$ cat config.mk
export PLATFORM = sky130hd
export DESIGN_NAME = stack_link_ctrl_flat
export DESIGN_NICKNAME = d
export VERILOG_FILES = /design/src/rtl/stack_link_if.sv /design/src/rtl/stack_link_ctrl.sv /design/src/flat_wrapper.sv
export SDC_FILE = /design/constraint.sdc
export NUM_CORES = 1
export LEC_CHECK = 0
export CAP_MARGIN = 20
export CORE_ASPECT_RATIO = 0.8
export CORE_MARGIN = 3
export CORE_UTILIZATION = 42
export DETAILED_ROUTE_END_ITERATION = 10
export PLACE_DENSITY = 0.84
export REMOVE_ABC_BUFFERS = 1
export SLEW_MARGIN = 25
export SYNTH_ARGS = -nofsm -noshare
export SYNTH_HDL_FRONTEND = slang
export SYNTH_SLANG_ARGS = --single-unit
$ cat constraint.sdc
create_clock -name clk -period 2.3 [get_ports clk]
set_clock_uncertainty 0.1 [all_clocks]
set_input_delay 0.46 -clock clk [delete_from_list [all_inputs] [get_ports clk]]
set_output_delay 0.46 -clock clk [all_outputs]
set_load 0.01 [all_outputs]
$ cat src/rtl/stack_link_if.sv
// Bundle between stack_link_ctrl and its environment (decode, special register file, data memory).
// master = the controller, slave = the environment side.
interface stack_link_if;
    // Handshakes: a command transfers on a rising edge where cmd_valid && cmd_ready are both high.
    // A memory request completes on a rising edge where mem_req && mem_ack are both high.
    // mem_we/mem_addr/mem_wdata are held stable for as long as mem_req is high.
    logic        cmd_valid;
    logic        cmd_ready;
    logic [1:0]  cmd_op;
    logic [31:0] cmd_data;
    logic [31:0] cmd_pc;
    logic [31:0] re_sp;
    logic [31:0] re_lr;
    logic        wr_sp;
    logic [31:0] wr_sp_data;
    logic        wr_lr;
    logic [31:0] wr_lr_data;
    logic        wr_pc;
    logic [31:0] wr_pc_data;
    logic        mem_req;
    logic        mem_we;
    logic [31:0] mem_addr;
    logic [31:0] mem_wdata;
    logic        mem_ack;
    logic [31:0] mem_rdata;
    logic        rsp_valid;
    logic        rsp_err;
    logic [31:0] rsp_data;

    modport master (
        input  cmd_valid, cmd_op, cmd_data, cmd_pc, re_sp, re_lr, mem_ack, mem_rdata,
        output cmd_ready, wr_sp, wr_sp_data, wr_lr, wr_lr_data, wr_pc, wr_pc_data,
               mem_req, mem_we, mem_addr, mem_wdata, rsp_valid, rsp_err, rsp_data
    );

    modport slave (
        output cmd_valid, cmd_op, cmd_data, cmd_pc, re_sp, re_lr, mem_ack, mem_rdata,
        input  cmd_ready, wr_sp, wr_sp_data, wr_lr, wr_lr_data, wr_pc, wr_pc_data,
               mem_req, mem_we, mem_addr, mem_wdata, rsp_valid, rsp_err, rsp_data
    );
endinterface

$ cat src/rtl/stack_link_ctrl.sv
// PUSH/POP/CALL/RET sequencer: one stack memory access, then a single-cycle SP/LR/PC commit.
// Optional STACK_TIMEOUT_EN aborts a memory access that is not acknowledged in time.
module stack_link_ctrl #(
    parameter logic [31:0] STACK_BASE     = 32'h0000_1000,
    parameter logic [31:0] STACK_LIMIT    = 32'h0000_0800,
    parameter int          TIMEOUT_CYCLES = 16
) (
    input  logic              clk,
    input  logic              reset,
    stack_link_if.master      bus,
    output logic [2:0]        dbg_state_o
);
    typedef enum logic [2:0] {
        S_IDLE   = 3'd0,
        S_WR     = 3'd1,
        S_RD     = 3'd2,
        S_COMMIT = 3'd3,
        S_ERR    = 3'd4
    } state_e;

    localparam logic [1:0] OP_PUSH = 2'b00;
    localparam logic [1:0] OP_POP  = 2'b01;
    localparam logic [1:0] OP_CALL = 2'b10;
    localparam logic [1:0] OP_RET  = 2'b11;

    state_e      state_q, state_d;
    logic [1:0]  op_q, op_d;
    logic [31:0] data_q, data_d;
    logic [31:0] pc_q, pc_d;
    logic [31:0] sp_q, sp_d;
    logic [31:0] lr_q, lr_d;
    logic [31:0] rdata_q, rdata_d;

    logic        accept;
    logic        push_like;
    logic        push_ovf;
    logic        pop_unf;
    logic        busy;
    logic        tmo_expired;
    logic [31:0] sp_dec;
    logic [31:0] sp_inc;

    assign accept    = (state_q == S_IDLE) && bus.cmd_valid;
    // PUSH and CALL both store a word below SP; POP and RET both load the word at SP.
    assign push_like = ~bus.cmd_op[0];
    assign push_ovf  = (bus.re_sp - 32'd4) < STACK_LIMIT;
    assign pop_unf   = bus.re_sp >= STACK_BASE;
    assign busy      = (state_q == S_WR) || (state_q == S_RD);
    assign sp_dec    = sp_q - 32'd4;
    assign sp_inc    = sp_q + 32'd4;
    assign dbg_state_o = state_q;

`ifdef STACK_TIMEOUT_EN
    localparam int TMO_W = $clog2(TIMEOUT_CYCLES + 1);
    logic [TMO_W-1:0] tmo_q, tmo_d;

    // Counter sits at zero outside WR/RD, so entering either state starts from a cleared count.
    assign tmo_d       = busy ? tmo_q + TMO_W'(1) : '0;
    assign tmo_expired = busy && !bus.mem_ack && (tmo_q == TMO_W'(TIMEOUT_CYCLES - 1));

    always_ff @(posedge clk or negedge reset) begin
        if (!reset) tmo_q <= '0;
        else        tmo_q <= tmo_d;
    end
`else
    assign tmo_expired = 1'b0;
`endif

    always_ff @(posedge clk or negedge reset) begin
        if (!reset) state_q <= S_IDLE;
        else        state_q <= state_d;
    end

    always_comb begin
        state_d = state_q;
        case (state_q)
            S_IDLE: begin
                if (bus.cmd_valid) begin
                    if (push_like) state_d = push_ovf ? S_ERR : S_WR;
                    else           state_d = pop_unf  ? S_ERR : S_RD;
                end
            end
            S_WR, S_RD: begin
                if (bus.mem_ack)      state_d = S_COMMIT;
                else if (tmo_expired) state_d = S_ERR;
            end
            S_COMMIT, S_ERR: state_d = S_IDLE;
            default:         state_d = S_IDLE;
        endcase
    end

    always_comb begin
        op_d    = op_q;
        data_d  = data_q;
        pc_d    = pc_q;
        sp_d    = sp_q;
        lr_d    = lr_q;
        rdata_d = rdata_q;
        if (accept) begin
            op_d   = bus.cmd_op;
            data_d = bus.cmd_data;
            pc_d   = bus.cmd_pc;
            sp_d   = bus.re_sp;
            lr_d   = bus.re_lr;
        end
        if ((state_q == S_RD) && bus.mem_ack) rdata_d = bus.mem_rdata;
    end

    always_ff @(posedge clk or negedge reset) begin
        if (!reset) begin
            op_q    <= 2'b00;
            data_q  <= '0;
            pc_q    <= '0;
            sp_q    <= '0;
            lr_q    <= '0;
            rdata_q <= '0;
        end else begin
            op_q    <= op_d;
            data_q  <= data_d;
            pc_q    <= pc_d;
            sp_q    <= sp_d;
            lr_q    <= lr_d;
            rdata_q <= rdata_d;
        end
    end

    always_comb begin
        bus.cmd_ready  = 1'b0;
        bus.wr_sp      = 1'b0;
        bus.wr_sp_data = '0;
        bus.wr_lr      = 1'b0;
        bus.wr_lr_data = '0;
        bus.wr_pc      = 1'b0;
        bus.wr_pc_data = '0;
        bus.mem_req    = 1'b0;
        bus.mem_we     = 1'b0;
        bus.mem_addr   = '0;
        bus.mem_wdata  = '0;
        bus.rsp_valid  = 1'b0;
        bus.rsp_err    = 1'b0;
        bus.rsp_data   = '0;
        case (state_q)
            // Ready is withheld while reset is asserted so every output reads 0 during reset.
            S_IDLE: bus.cmd_ready = reset;
            S_WR: begin
                bus.mem_req   = 1'b1;
                bus.mem_we    = 1'b1;
                bus.mem_addr  = sp_dec;
                bus.mem_wdata = (op_q == OP_PUSH) ? data_q : lr_q;
            end
            S_RD: begin
                bus.mem_req  = 1'b1;
                bus.mem_addr = sp_q;
            end
            S_COMMIT: begin
                bus.rsp_valid = 1'b1;
                case (op_q)
                    OP_PUSH: begin
                        bus.wr_sp      = 1'b1;
                        bus.wr_sp_data = sp_dec;
                    end
                    OP_POP: begin
                        bus.wr_sp      = 1'b1;
                        bus.wr_sp_data = sp_inc;
                        bus.rsp_data   = rdata_q;
                    end
                    OP_CALL: begin
                        bus.wr_sp      = 1'b1;
                        bus.wr_sp_data = sp_dec;
                        bus.wr_lr      = 1'b1;
                        bus.wr_lr_data = pc_q + 32'd4;
                        bus.wr_pc      = 1'b1;
                        bus.wr_pc_data = data_q;
                    end
                    default: begin
                        bus.wr_pc      = 1'b1;
                        bus.wr_pc_data = lr_q;
                        bus.wr_lr      = 1'b1;
                        bus.wr_lr_data = rdata_q;
                        bus.wr_sp      = 1'b1;
                        bus.wr_sp_data = sp_inc;
                    end
                endcase
            end
            S_ERR: begin
                bus.rsp_valid = 1'b1;
                bus.rsp_err   = 1'b1;
            end
            default: ;
        endcase
    end
endmodule
$ cat src/flat_wrapper.sv
// flat-port wrapper written by rule: the top's interface ports become plain ports
module stack_link_ctrl_flat 
#(
    parameter logic [31:0] STACK_BASE     = 32'h0000_1000,
    parameter logic [31:0] STACK_LIMIT    = 32'h0000_0800,
    parameter int          TIMEOUT_CYCLES = 16
)
  (clk, reset, dbg_state_o, bus_cmd_valid, bus_cmd_op, bus_cmd_data, bus_cmd_pc, bus_re_sp, bus_re_lr, bus_mem_ack, bus_mem_rdata, bus_cmd_ready, bus_wr_sp, bus_wr_sp_data, bus_wr_lr, bus_wr_lr_data, bus_wr_pc, bus_wr_pc_data, bus_mem_req, bus_mem_we, bus_mem_addr, bus_mem_wdata, bus_rsp_valid, bus_rsp_err, bus_rsp_data);
  stack_link_if bus_i ();
  input  logic clk;
  input  logic reset;
  output logic [2:0] dbg_state_o;
  input wire logic [$bits(bus_i.cmd_valid)-1:0] bus_cmd_valid;
  input wire logic [$bits(bus_i.cmd_op)-1:0] bus_cmd_op;
  input wire logic [$bits(bus_i.cmd_data)-1:0] bus_cmd_data;
  input wire logic [$bits(bus_i.cmd_pc)-1:0] bus_cmd_pc;
  input wire logic [$bits(bus_i.re_sp)-1:0] bus_re_sp;
  input wire logic [$bits(bus_i.re_lr)-1:0] bus_re_lr;
  input wire logic [$bits(bus_i.mem_ack)-1:0] bus_mem_ack;
  input wire logic [$bits(bus_i.mem_rdata)-1:0] bus_mem_rdata;
  output wire logic [$bits(bus_i.cmd_ready)-1:0] bus_cmd_ready;
  output wire logic [$bits(bus_i.wr_sp)-1:0] bus_wr_sp;
  output wire logic [$bits(bus_i.wr_sp_data)-1:0] bus_wr_sp_data;
  output wire logic [$bits(bus_i.wr_lr)-1:0] bus_wr_lr;
  output wire logic [$bits(bus_i.wr_lr_data)-1:0] bus_wr_lr_data;
  output wire logic [$bits(bus_i.wr_pc)-1:0] bus_wr_pc;
  output wire logic [$bits(bus_i.wr_pc_data)-1:0] bus_wr_pc_data;
  output wire logic [$bits(bus_i.mem_req)-1:0] bus_mem_req;
  output wire logic [$bits(bus_i.mem_we)-1:0] bus_mem_we;
  output wire logic [$bits(bus_i.mem_addr)-1:0] bus_mem_addr;
  output wire logic [$bits(bus_i.mem_wdata)-1:0] bus_mem_wdata;
  output wire logic [$bits(bus_i.rsp_valid)-1:0] bus_rsp_valid;
  output wire logic [$bits(bus_i.rsp_err)-1:0] bus_rsp_err;
  output wire logic [$bits(bus_i.rsp_data)-1:0] bus_rsp_data;
  assign bus_i.cmd_valid = bus_cmd_valid;
  assign bus_i.cmd_op = bus_cmd_op;
  assign bus_i.cmd_data = bus_cmd_data;
  assign bus_i.cmd_pc = bus_cmd_pc;
  assign bus_i.re_sp = bus_re_sp;
  assign bus_i.re_lr = bus_re_lr;
  assign bus_i.mem_ack = bus_mem_ack;
  assign bus_i.mem_rdata = bus_mem_rdata;
  assign bus_cmd_ready = bus_i.cmd_ready;
  assign bus_wr_sp = bus_i.wr_sp;
  assign bus_wr_sp_data = bus_i.wr_sp_data;
  assign bus_wr_lr = bus_i.wr_lr;
  assign bus_wr_lr_data = bus_i.wr_lr_data;
  assign bus_wr_pc = bus_i.wr_pc;
  assign bus_wr_pc_data = bus_i.wr_pc_data;
  assign bus_mem_req = bus_i.mem_req;
  assign bus_mem_we = bus_i.mem_we;
  assign bus_mem_addr = bus_i.mem_addr;
  assign bus_mem_wdata = bus_i.mem_wdata;
  assign bus_rsp_valid = bus_i.rsp_valid;
  assign bus_rsp_err = bus_i.rsp_err;
  assign bus_rsp_data = bus_i.rsp_data;
  stack_link_ctrl #(.STACK_BASE(STACK_BASE), .STACK_LIMIT(STACK_LIMIT), .TIMEOUT_CYCLES(TIMEOUT_CYCLES)) u_core (.clk(clk), .reset(reset), .bus(bus_i), .dbg_state_o(dbg_state_o));
endmodule
# Word level (Yosys, flattened, before mapping)
# Cells that the tools add are included.
[totals] out_inout_bits=203 memories=0 ram_bits=0 mem_bits_ro=0 word_cells=55 latch_bits=0 inputBits=166 reg_bits=165
[op_classes] eq_ne=8 div_mod_pow=0 mux=25 n_addsub=4 bitwise_logic=0 n_shift=0 magnitude_cmp=2 n_mul=0 reduce_logical=9
[op_table] operator="32-bit 2-to-1 mux" count=8
[op_table] operator="32-bit one-hot mux with 2 select lines" count=3
[op_table] operator="32-bit by 3-bit adder with 32-bit output, second input constant" count=2
[op_table] operator="32-bit by 3-bit subtractor with 32-bit output, second input constant" count=2
[op_table] operator="32-bit by 13-bit greater-or-equal comparator with 1-bit output, second input constant" count=1
[op_table] operator="32-bit by 12-bit less-than comparator with 1-bit output, second input constant" count=1
[op_table] operator="3-bit 2-to-1 mux" count=5
[op_table] operator="1-bit 2-to-1 mux" count=8
[op_table] operator="2-bit OR reduction" count=4
[op_table] operator="3-bit by 2-bit equality test with 1-bit output, second input constant" count=2
[op_table] operator="3-bit one-hot mux with 2 select lines" count=1
[op_table] operator="3-bit by 1-bit equality test with 1-bit output, second input constant" count=1
[op_table] operator="3-bit equality test, second input constant" count=1
[op_table] operator="3-bit logical NOT" count=1
[op_table] operator="2-bit by 1-bit equality test with 1-bit output, second input constant" count=1
[op_table] operator="2-bit equality test, second input constant" count=1
[op_table] operator="1-bit logical AND" count=2
[op_table] operator="2-bit logical NOT" count=1
[op_table] operator="2-bit by 1-bit inequality test with 1-bit output, second input constant" count=1
[op_table] operator="2-bit inequality test, second input constant" count=1
[op_table] operator="2-bit AND reduction" count=1

# Logic depth before layout (Yosys ltp)
# Gate-level depths: netlist of the first run.
[logic_depth] word_depth=6 depth_mapped=8 ltp_nobuf=7

# Worst setup path after synthesis of the first run
# Ideal clock, no wire load.
[synth_timing] path_kind="register to output" start="register u_core.sp_q[2]" end="output port bus_wr_sp_data[22]" path_stages_with_launch=8 t_arrival_ns=1.968 slack_ns=-0.228 path_cell_list="dfrtp_1 inv_1 ha_1 nor4b_2 nand4_1 nand4b_1 o21ai_0 mux2i_1"
[synth_between] elab_chain_len=3 word_cells_on_any_way=4 classes_between="add/sub: 2; mux: 2"
[synth_rtl] element="start: declaration" line="stack_link_ctrl.sv:30" text="logic [31:0] sp_q, sp_d;"
[synth_rtl] element="start signal: assignment" line="stack_link_ctrl.sv:121" text="sp_q <= sp_d;"
[synth_rtl] element="32-bit by 3-bit adder with 32-bit output / 32-bit by 3-bit subtractor with 32-bit output (equally long branches)" line="stack_link_ctrl.sv:50, stack_link_ctrl.sv:49"
[synth_rtl] element="32-bit 2-to-1 mux (*)" line="stack_link_ctrl.sv:157" text="case (op_q)"
[synth_rtl] element="32-bit 2-to-1 mux (*)" line="stack_link_ctrl.sv:142" text="case (state_q)"
[synth_rtl] element="end: declaration" line="flat_wrapper.sv:23" text="output wire logic [$bits(bus_i.wr_sp_data)-1:0] bus_wr_sp_data;"
# Every way passes the cells marked *; elsewhere a longest branch is shown, timed or not.

# Worst setup path in the final report of the first run
[layout_timing] start="register u_core.sp_q[10]" end="output port bus_wr_sp_data[26]"
# Same word-level chain as after synthesis.

==> metrics.md, run 1 <==
| Metric | Value |
|---|---|
| Peak supply drop | slightly below 0.8 mV |
| Post-DR wirelength/cell | around 25 um |
| Most frequent cell after synthesis | nand2_1 |
| Placed insts | 2244 |
| Final setup violation count | ~220 |
| Worst Path Required | between 1500 and 2000 ps |
| Die X | 183.8 um |
| DRC | 0 |
| Synth-to-layout area growth | 98.93% |
| Clock Tree Buf Depth | 2 |
| Int Power | 14.30 mW |
| Synth Area in Compound Gates | 0.1188 |
| Mux cell area share after synthesis | 0.06313 |
| Clock sink count | 165 |
| Post-synthesis sequential area ratio | 0.3887 |
| Vias in the first global route | between 10000 and 15000 |
| Crit. End Element | primary output |
| Hold_buf cts | 0 |
| Tmin final | 3216 ps |
| Max_slew headroom | 0.3435 |
| Die ar. | 27250 um^2 |
| Fillers | 1169 |
| Post-synthesis xor/xnor area fraction | 0.03051 |
| Largest net degree at the start of global routing | between 150 and 200 |
| Fraction of layout cells with a size suffix above 1 | 0.4691 |
| Total chip power | approximately 27 mW |
| Routed WL | just over 60000 um |
| First-pass GRT wire length | approximately 79000 um |
| Final Hold Viols | 0 |
| Largest family of logic cells by synthesized area | simple AND/OR/NAND/NOR gates |
| Number of synthesized flops with an enable pin | 0 |
| Post-placement cell area | 16250 um^2 |
| Share of the synthesized area in the top cell type | 0.3887 |
| Via count | approximately 15000 |
| Clk_lat worst skew | ~420 ps |
| Fmax | slightly above 300 MHz |
| Worst Max-Slew Pin Slew | a little under 1000 ps |
| Die Height | roughly 150 um |
| Clock power frac | 0.110 |
| Finished Layout Cells | approximately 2500 |
| Critical path startpoint category | flop |
| Synth Area in Adders | 0.003534 |
| Max Cap Viol | 0 |
| Leakage power | 9.830 nW |
| Core ar. | about 25000 um^2 |
| Gr ovfl total | 0 |
| Row Count | 51 |
| Syn_area_per_cell | about 7.4 um^2 |
| Status | finished with violations |
| Ys async rst share | 1.000 |
| Post-DP HPWL | 32030 um |
| Initial antenna violation count | 3 |
| Number of iterations in the first detailed-routing pass | 8 |
| Largest cells by area after synthesis | dfrtp_1 39%, nand2_1 18%, mux2i_1 4.6% |
| Distinct cells, synth | ~60 |
| 1st-iter DRT viols | just under 2000 |
| GRT Total Usage | 0.3660 |
| Register share of total power | 0.214 |
| Routability Congestion | roughly 0.97 |
| Setup WS post-layout | -916.4 ps |
| Sw frac | 0.4766 |
| Yosys top cell by area | dfrtp_1 |
| CTS Root Buffer Type | clkbuf_16 |
| Worst-path maximum fanout | 4 |
| Starting Density | 0.4313 |
| WS Path Type | flop to primary output |
| Worst-path clk slew | 80 ps |
| Max-slew violations | 0 |
| Critical path arrival | roughly 2700 ps |
| Worst reg-to-reg path cell count | 11 |
| Detail Route Antenna Nets | 0 |
| # nets final | approximately 2300 |
| Via/cell ratio | 6.196 |
| Num CTS Buffers | 17 |
| Simple-gate area share of the yosys netlist | 0.3397 |
| Finished Cell Area | 21130 um^2 |
| HP Class | primary input to async pin |
| #FFs+latches synth | about 170 |
| Post-Syn Area | 10620 um^2 |
| YS warnings | 0 |
| CTS tree | yes |
| Post-synth top cells | 499 x nand2_1, 165 x dfrtp_1, 89 x nor2_1 |
| Synth Instances | ~1400 |
| Main synth FF type | dfrtp_1 |
| Power density over the cells | between 1000 and 1500 nW/um^2 |
| I/O Pins | 369 |
| Failing checks | setup timing |
| Gate power share | 0.677 |
| IO buf count | about 370 |
| H-tree Lvls | 4 |
| Final critical-path share of the clock period | 1.398 |
| NetSw | around 13 mW |
| RSZ-0062 raised after global routing | true |
[sequential cells by signal (all words and copies together) (netlist names)]
name and flops:
u_core.data_q 32, u_core.rdata_q 32, u_core.pc_q 32, u_core.dbg_state_o 3, u_core.op_q 2, u_core.sp_q 32, u_core.lr_q 32
[layer usage]
| layer | track usage | vias up | part of all wire |
|---|---|---|---|
| li1 | - | 6245 | - |
| met1 | 0.4481 | 7218 | 0.34 |
| met2 | 0.6135 | 1408 | 0.46 |
| met3 | 0.09046 | 424 | 0.12 |
| met4 | 0.1658 | 2 | 0.077 |
| met5 | 0 | - | 0.00021 |
[worst max-delay path: stages (launching register included)]
cell     delay, ps
dfrtp_1        440
nor4_4         480
nand2_2        140
buf_6          160
nor4_4         350
buf_4          190
buf_6           90
a22oi_2         70
mux2i_1        150
buf_2          150
[cell families (layout without fill, tap and decap cells)]
kind of cell               after synthesis  count (layout)
DFF                                    165             165
adders and majority gates                3               3
AOI/OAI and AO/OA                      218             218
xor gates and xnor gates                37              37
muxes                                   65              65
other                                    0               2
and+or+nand+nor                        805             805
buffers and inverters                  148             856
[layout by cell type, fill, tap and decap left out, types with 14 or more instances in the layout]
cell type / synthesis / layout
clkdlybuf4s50_1: 0 / 167
nor2_4: 0 / 42
xnor2_1: 30 / 26
dfrtp_1: 165 / 155
nand3_1: 29 / 20
buf_8: 0 / 22
buf_6: 0 / 193
and2_4: 0 / 23
buf_4: 2 / 231
clkbuf_16: 0 / 23
a21oi_2: 0 / 39
nand4_1: 22 / 22
nor2_1: 89 / 40
nor4_4: 2 / 31
o21ai_2: 0 / 18
nand2_2: 1 / 14
mux2_2: 16 / 16
inv_1: 36 / 31
nor3_4: 0 / 14
nand2_1: 499 / 477
o21ai_0: 86 / 42
o21ai_1: 0 / 20
buf_2: 22 / 114
a21oi_4: 0 / 19
a21oi_1: 74 / 16
mux2i_1: 49 / 38
buf_12: 0 / 45
[layout make-up]
| type | instances | area, um^2 | share of cell area |
|---|---|---|---|
| clock buffers | 18 | 439.2 | 0.02078 |
| diodes | 2 | 5.005 | 0.0002368 |
| flip-flops and latches | 165 | 4144 | 0.1961 |
| multi-input cells | 1128 | 8099 | 0.3833 |
| well taps | 318 | 397.9 | 0.01883 |
| repair buffers | 787 | 7731 | 0.3659 |
| inverters | 37 | 163.9 | 0.007757 |
| clock inverters | 14 | 151.4 | 0.007164 |
[power groups by stage]
| stage | registers [mW] | logic (mW) | clock network, mW |
|---|---|---|---|
| global placement | 5.31 | 11.4 | 0 |
| detailed placement | 5.41 | 11.7 | 0 |
| floorplan | 5.66 | 5.11 | 0 |
| finish | 5.84 | 18.5 | 2.99 |
| global route | 5.91 | 19.2 | 3.09 |
| CTS | 5.49 | 14.7 | 2.93 |
[through the flow]
step | hold WS, ps | setup TNS, ps | util | setup WS, ps
floorplan | 64.41 | -491220 | - | -2799
global placement | 364.3 | -75280 | 0.6597 | -918.0
detailed placement | 373.4 | -79510 | 0.6597 | -906.6
CTS | 135.8 | -76600 | 0.7727 | -706.4
global route | 130.6 | -106830 | 0.8579 | -1018
finish | 49.44 | -92770 | 0.8579 | -916.4
[timing repair]
action | in CTS | in global routing
buffers inserted | 124 | 73
cloned | 9 | 7
resized for setup | 1282 | 393
endpoints found under the setup margin | 200 | 209
pin swaps | 102 | 109
[worst paths after layout]
check | end | startpoint | slack, ps
setup / recovery | bus_wr_sp_data[26] | u_core.sp_q[10]$_DFFE_PN0P_ | -920
hold reg to reg | u_core.lr_q[7]$_DFFE_PN0P_ | u_core.lr_q[7]$_DFFE_PN0P_ | 420
max in group asynchronous | u_core.sp_q[6]$_DFFE_PN0P_ | reset | 1210
hold / removal | u_core.rdata_q[26]$_DFFE_PN0P_ | reset | 50
min in group clk | u_core.lr_q[7]$_DFFE_PN0P_ | u_core.lr_q[7]$_DFFE_PN0P_ | 420
setup reg to reg | u_core.rdata_q[25]$_DFFE_PN0P_ | u_core.dbg_state_o[1]$_DFFE_PN0P_ | -120
Note: power is estimated with default switching activity, not from simulation.
==> inputs of run 2 (changes only) <==
clock period = 2.9 ns   (was 2.3 ns; I/O delays follow)
==> metrics.md, run 2 (synthesized netlist as in run 1, its figures left out) <==
| Metric | Value |
|---|---|
| Max_slew headroom | 0.3756 |
| WS Path Type | flop to primary output |
| Finished Layout Cells | ~2300 |
| Power density over the cells | between 900 and 1000 nW/um^2 |
| Peak supply drop | roughly 0.47 mV |
| Post-placement cell area | approximately 16000 um^2 |
| Final setup violation count | a little under 50 |
| Detail Route Antenna Nets | 0 |
| Synth-to-layout area growth | 64.58% |
| Tmin final | between 3000 and 4000 ps |
| Critical path arrival | between 2000 and 3000 ps |
| Post-DR wirelength/cell | between 20 and 25 um |
| GRT Total Usage | 0.3275 |
| # nets final | roughly 2100 |
| Starting Density | 0.4313 |
| Routability Congestion | ~0.96 |
| Number of iterations in the first detailed-routing pass | 5 |
| Max Cap Viol | 0 |
| Worst Path Required | ~2200 ps |
| CTS Root Buffer Type | clkbuf_16 |
| R2r setup slk | roughly 440 ps |
| Register share of total power | 0.266 |
| Routed WL | 47330 um |
| Worst-path maximum fanout | 4 |
| Via count | ~13000 |
| Finished Cell Area | 17480 um^2 |
| Die X | about 180 um |
| Fmax | just over 300 MHz |
| Antenna Cells | 0 |
| CP Capture Point | bus_mem_addr[28] |
| NetSw | around 7.6 mW |
| Die ar. | approximately 27000 um^2 |
| Leakage power | 8.512 nW |
| Initial antenna violation count | 0 |
| Setup WS post-layout | -358.3 ps |
| Worst reg-to-reg path cell count | 9 |
| Most common cell after layout, fill and taps aside | nand2_1 |
| R2r endpoint | u_core.rdata_q[21]$_DFFE_PN0P_ |
| H-tree Lvls | 4 |
| RR Startpoint | u_core.dbg_state_o[2]$_DFFE_PN0P_ |
| Fraction of layout cells with a size suffix above 1 | 0.2860 |
| Sw frac | 0.4559 |
| Final Hold Viols | 0 |
| I/O Pins | between 300 and 400 |
| Int Power | roughly 9 mW |
| Failing checks | setup timing |
| Critical path startpoint category | flop |
| Final critical-path share of the clock period | 1.124 |
| Worst Max-Slew Pin Slew | 936.6 ps |
| Max-slew violations | 0 |
| RSZ-0062 raised after global routing | true |
| Die Height | 148.2 um |
| Placed insts | ~2200 |
| Clock power frac | 0.146 |
| First-pass GRT wire length | 70730 um |
| Row Count | between 50 and 60 |
| DRC | 0 |
| Clock Tree Buf Depth | 2 |
| Gate power share | 0.587 |
| Clk_lat worst skew | roughly 410 ps |
| HP Class | flop to flop |
| CTS tree | yes |
| 1st-iter DRT viols | around 1200 |
| IO buf count | approximately 370 |
| Total chip power | 16.74 mW |
| Num CTS Buffers | 17 |
| Post-DP HPWL | ~32000 um |
| Core ar. | roughly 25000 um^2 |
| Via/cell ratio | around 5.8 |
| Status | finished with violations |
| Largest net degree at the start of global routing | between 70 and 80 |
| Most frequent cells in the layout | 496 x nand2_1, 170 x clkdlybuf4s50_1, 160 x buf_4 |
| Setup crit start | u_core.sp_q[11]$_DFFE_PN0P_ |
| Vias in the first global route | 12973 |
| Crit. End Element | primary output |
| Worst-path clk slew | 70 ps |
| Clock sink count | 165 |
| Gr ovfl total | 0 |
[run 2: cell count changes in the layout (fill, tap and decap cells not counted), sizes merged, moves of 4 or more]
| cell | delta |
|---|---|
| buf | -316 |
| dlymetal6s2s | +4 |
| dlygate4sd2 | +66 |
| clkbuf | +47 |
| clkdlybuf4s15 | +12 |
[run 2: layout make-up]
cell class	instances	area [um^2]
fill	1872	7148
multi-input combinational	1128	6784
timing repair buffer	603	5401
sequential	165	4143
clock buffer	19	432.9
tap	318	397.9
clock inverter	13	181.4
inverter	37	142.6
[run 2: worst min-delay path by stage]
stage / start / to / slack (ps) / cells past startpoint
after global placement: reset / u_core.rdata_q[29]$_DFFE_PN0P_ / 330 / 1
after global routing: u_core.sp_q[0]$_DFFE_PN0P_ / u_core.sp_q[0]$_DFFE_PN0P_ / 410 / 2
final: u_core.pc_q[0]$_DFFE_PN0P_ / u_core.pc_q[0]$_DFFE_PN0P_ / 390 / 2
after floorplan: reset / u_core.data_q[0]$_DFFE_PN0P_ / 180 / 0
after CTS: u_core.pc_q[0]$_DFFE_PN0P_ / u_core.pc_q[0]$_DFFE_PN0P_ / 380 / 2
after detailed placement: reset / u_core.rdata_q[31]$_DFFE_PN0P_ / 330 / 1
[run 2: through the flow]
step / setup slack, ps / TNS, ps / hold slack (ps) / utilization
after floorplan: -2319 / -302530 / 184.4 / -
after global placement: -402.5 / -6590 / 333.9 / 0.6316
after detailed placement: -417.7 / -7476 / 332.2 / 0.6316
after CTS: -289.6 / -5375 / 379.8 / 0.6948
after global routing: -466.7 / -12790 / 407.0 / 0.7098
final: -358.3 / -8248 / 387.4 / 0.7098
[run 2: metal layers]
metal / track usage / wire (um) / up-vias / part of all wire
li1: - / - / 5877 / -
met1: 0.4170 / 18690 / 6392 / 0.39
met2: 0.5386 / 22300 / 790 / 0.47
met3: 0.08680 / 4757 / 123 / 0.10
met4: 0.1220 / 1581 / 0 / 0.033
met5: 0 / 0 / - / 0
[run 2: timing repair]
action                                  4_1_cts  5_1_grt
endpoints found under the setup margin      191      132
hold buffers                                  1        0
hold endpoints to repair                     18        0
gates cloned                                  5        2
pin swaps                                    57       53
resized for setup                           571      230
setup buffers                                54       29
[run 2: critical path, cell delays in order (launching register included)]
cell and delay, ps:
dfrtp_1 420, nor4_4 380, nand2_2 180, nor4_4 380
buf_4 180, buf_6 90, buf_6 90, a31oi_1 60
a31oi_1 180, buf_2 170
[run 2: power groups by stage]
stage | clock, mW | combinational [mW] | sequential [mW]
final | 2.45 | 9.83 | 4.46
after global placement | 0 | 8.41 | 4.29
after floorplan | 0 | 4.05 | 4.49
after global routing | 2.55 | 10.6 | 4.56
after detailed placement | 0 | 8.59 | 4.37
after CTS | 2.46 | 9.22 | 4.38
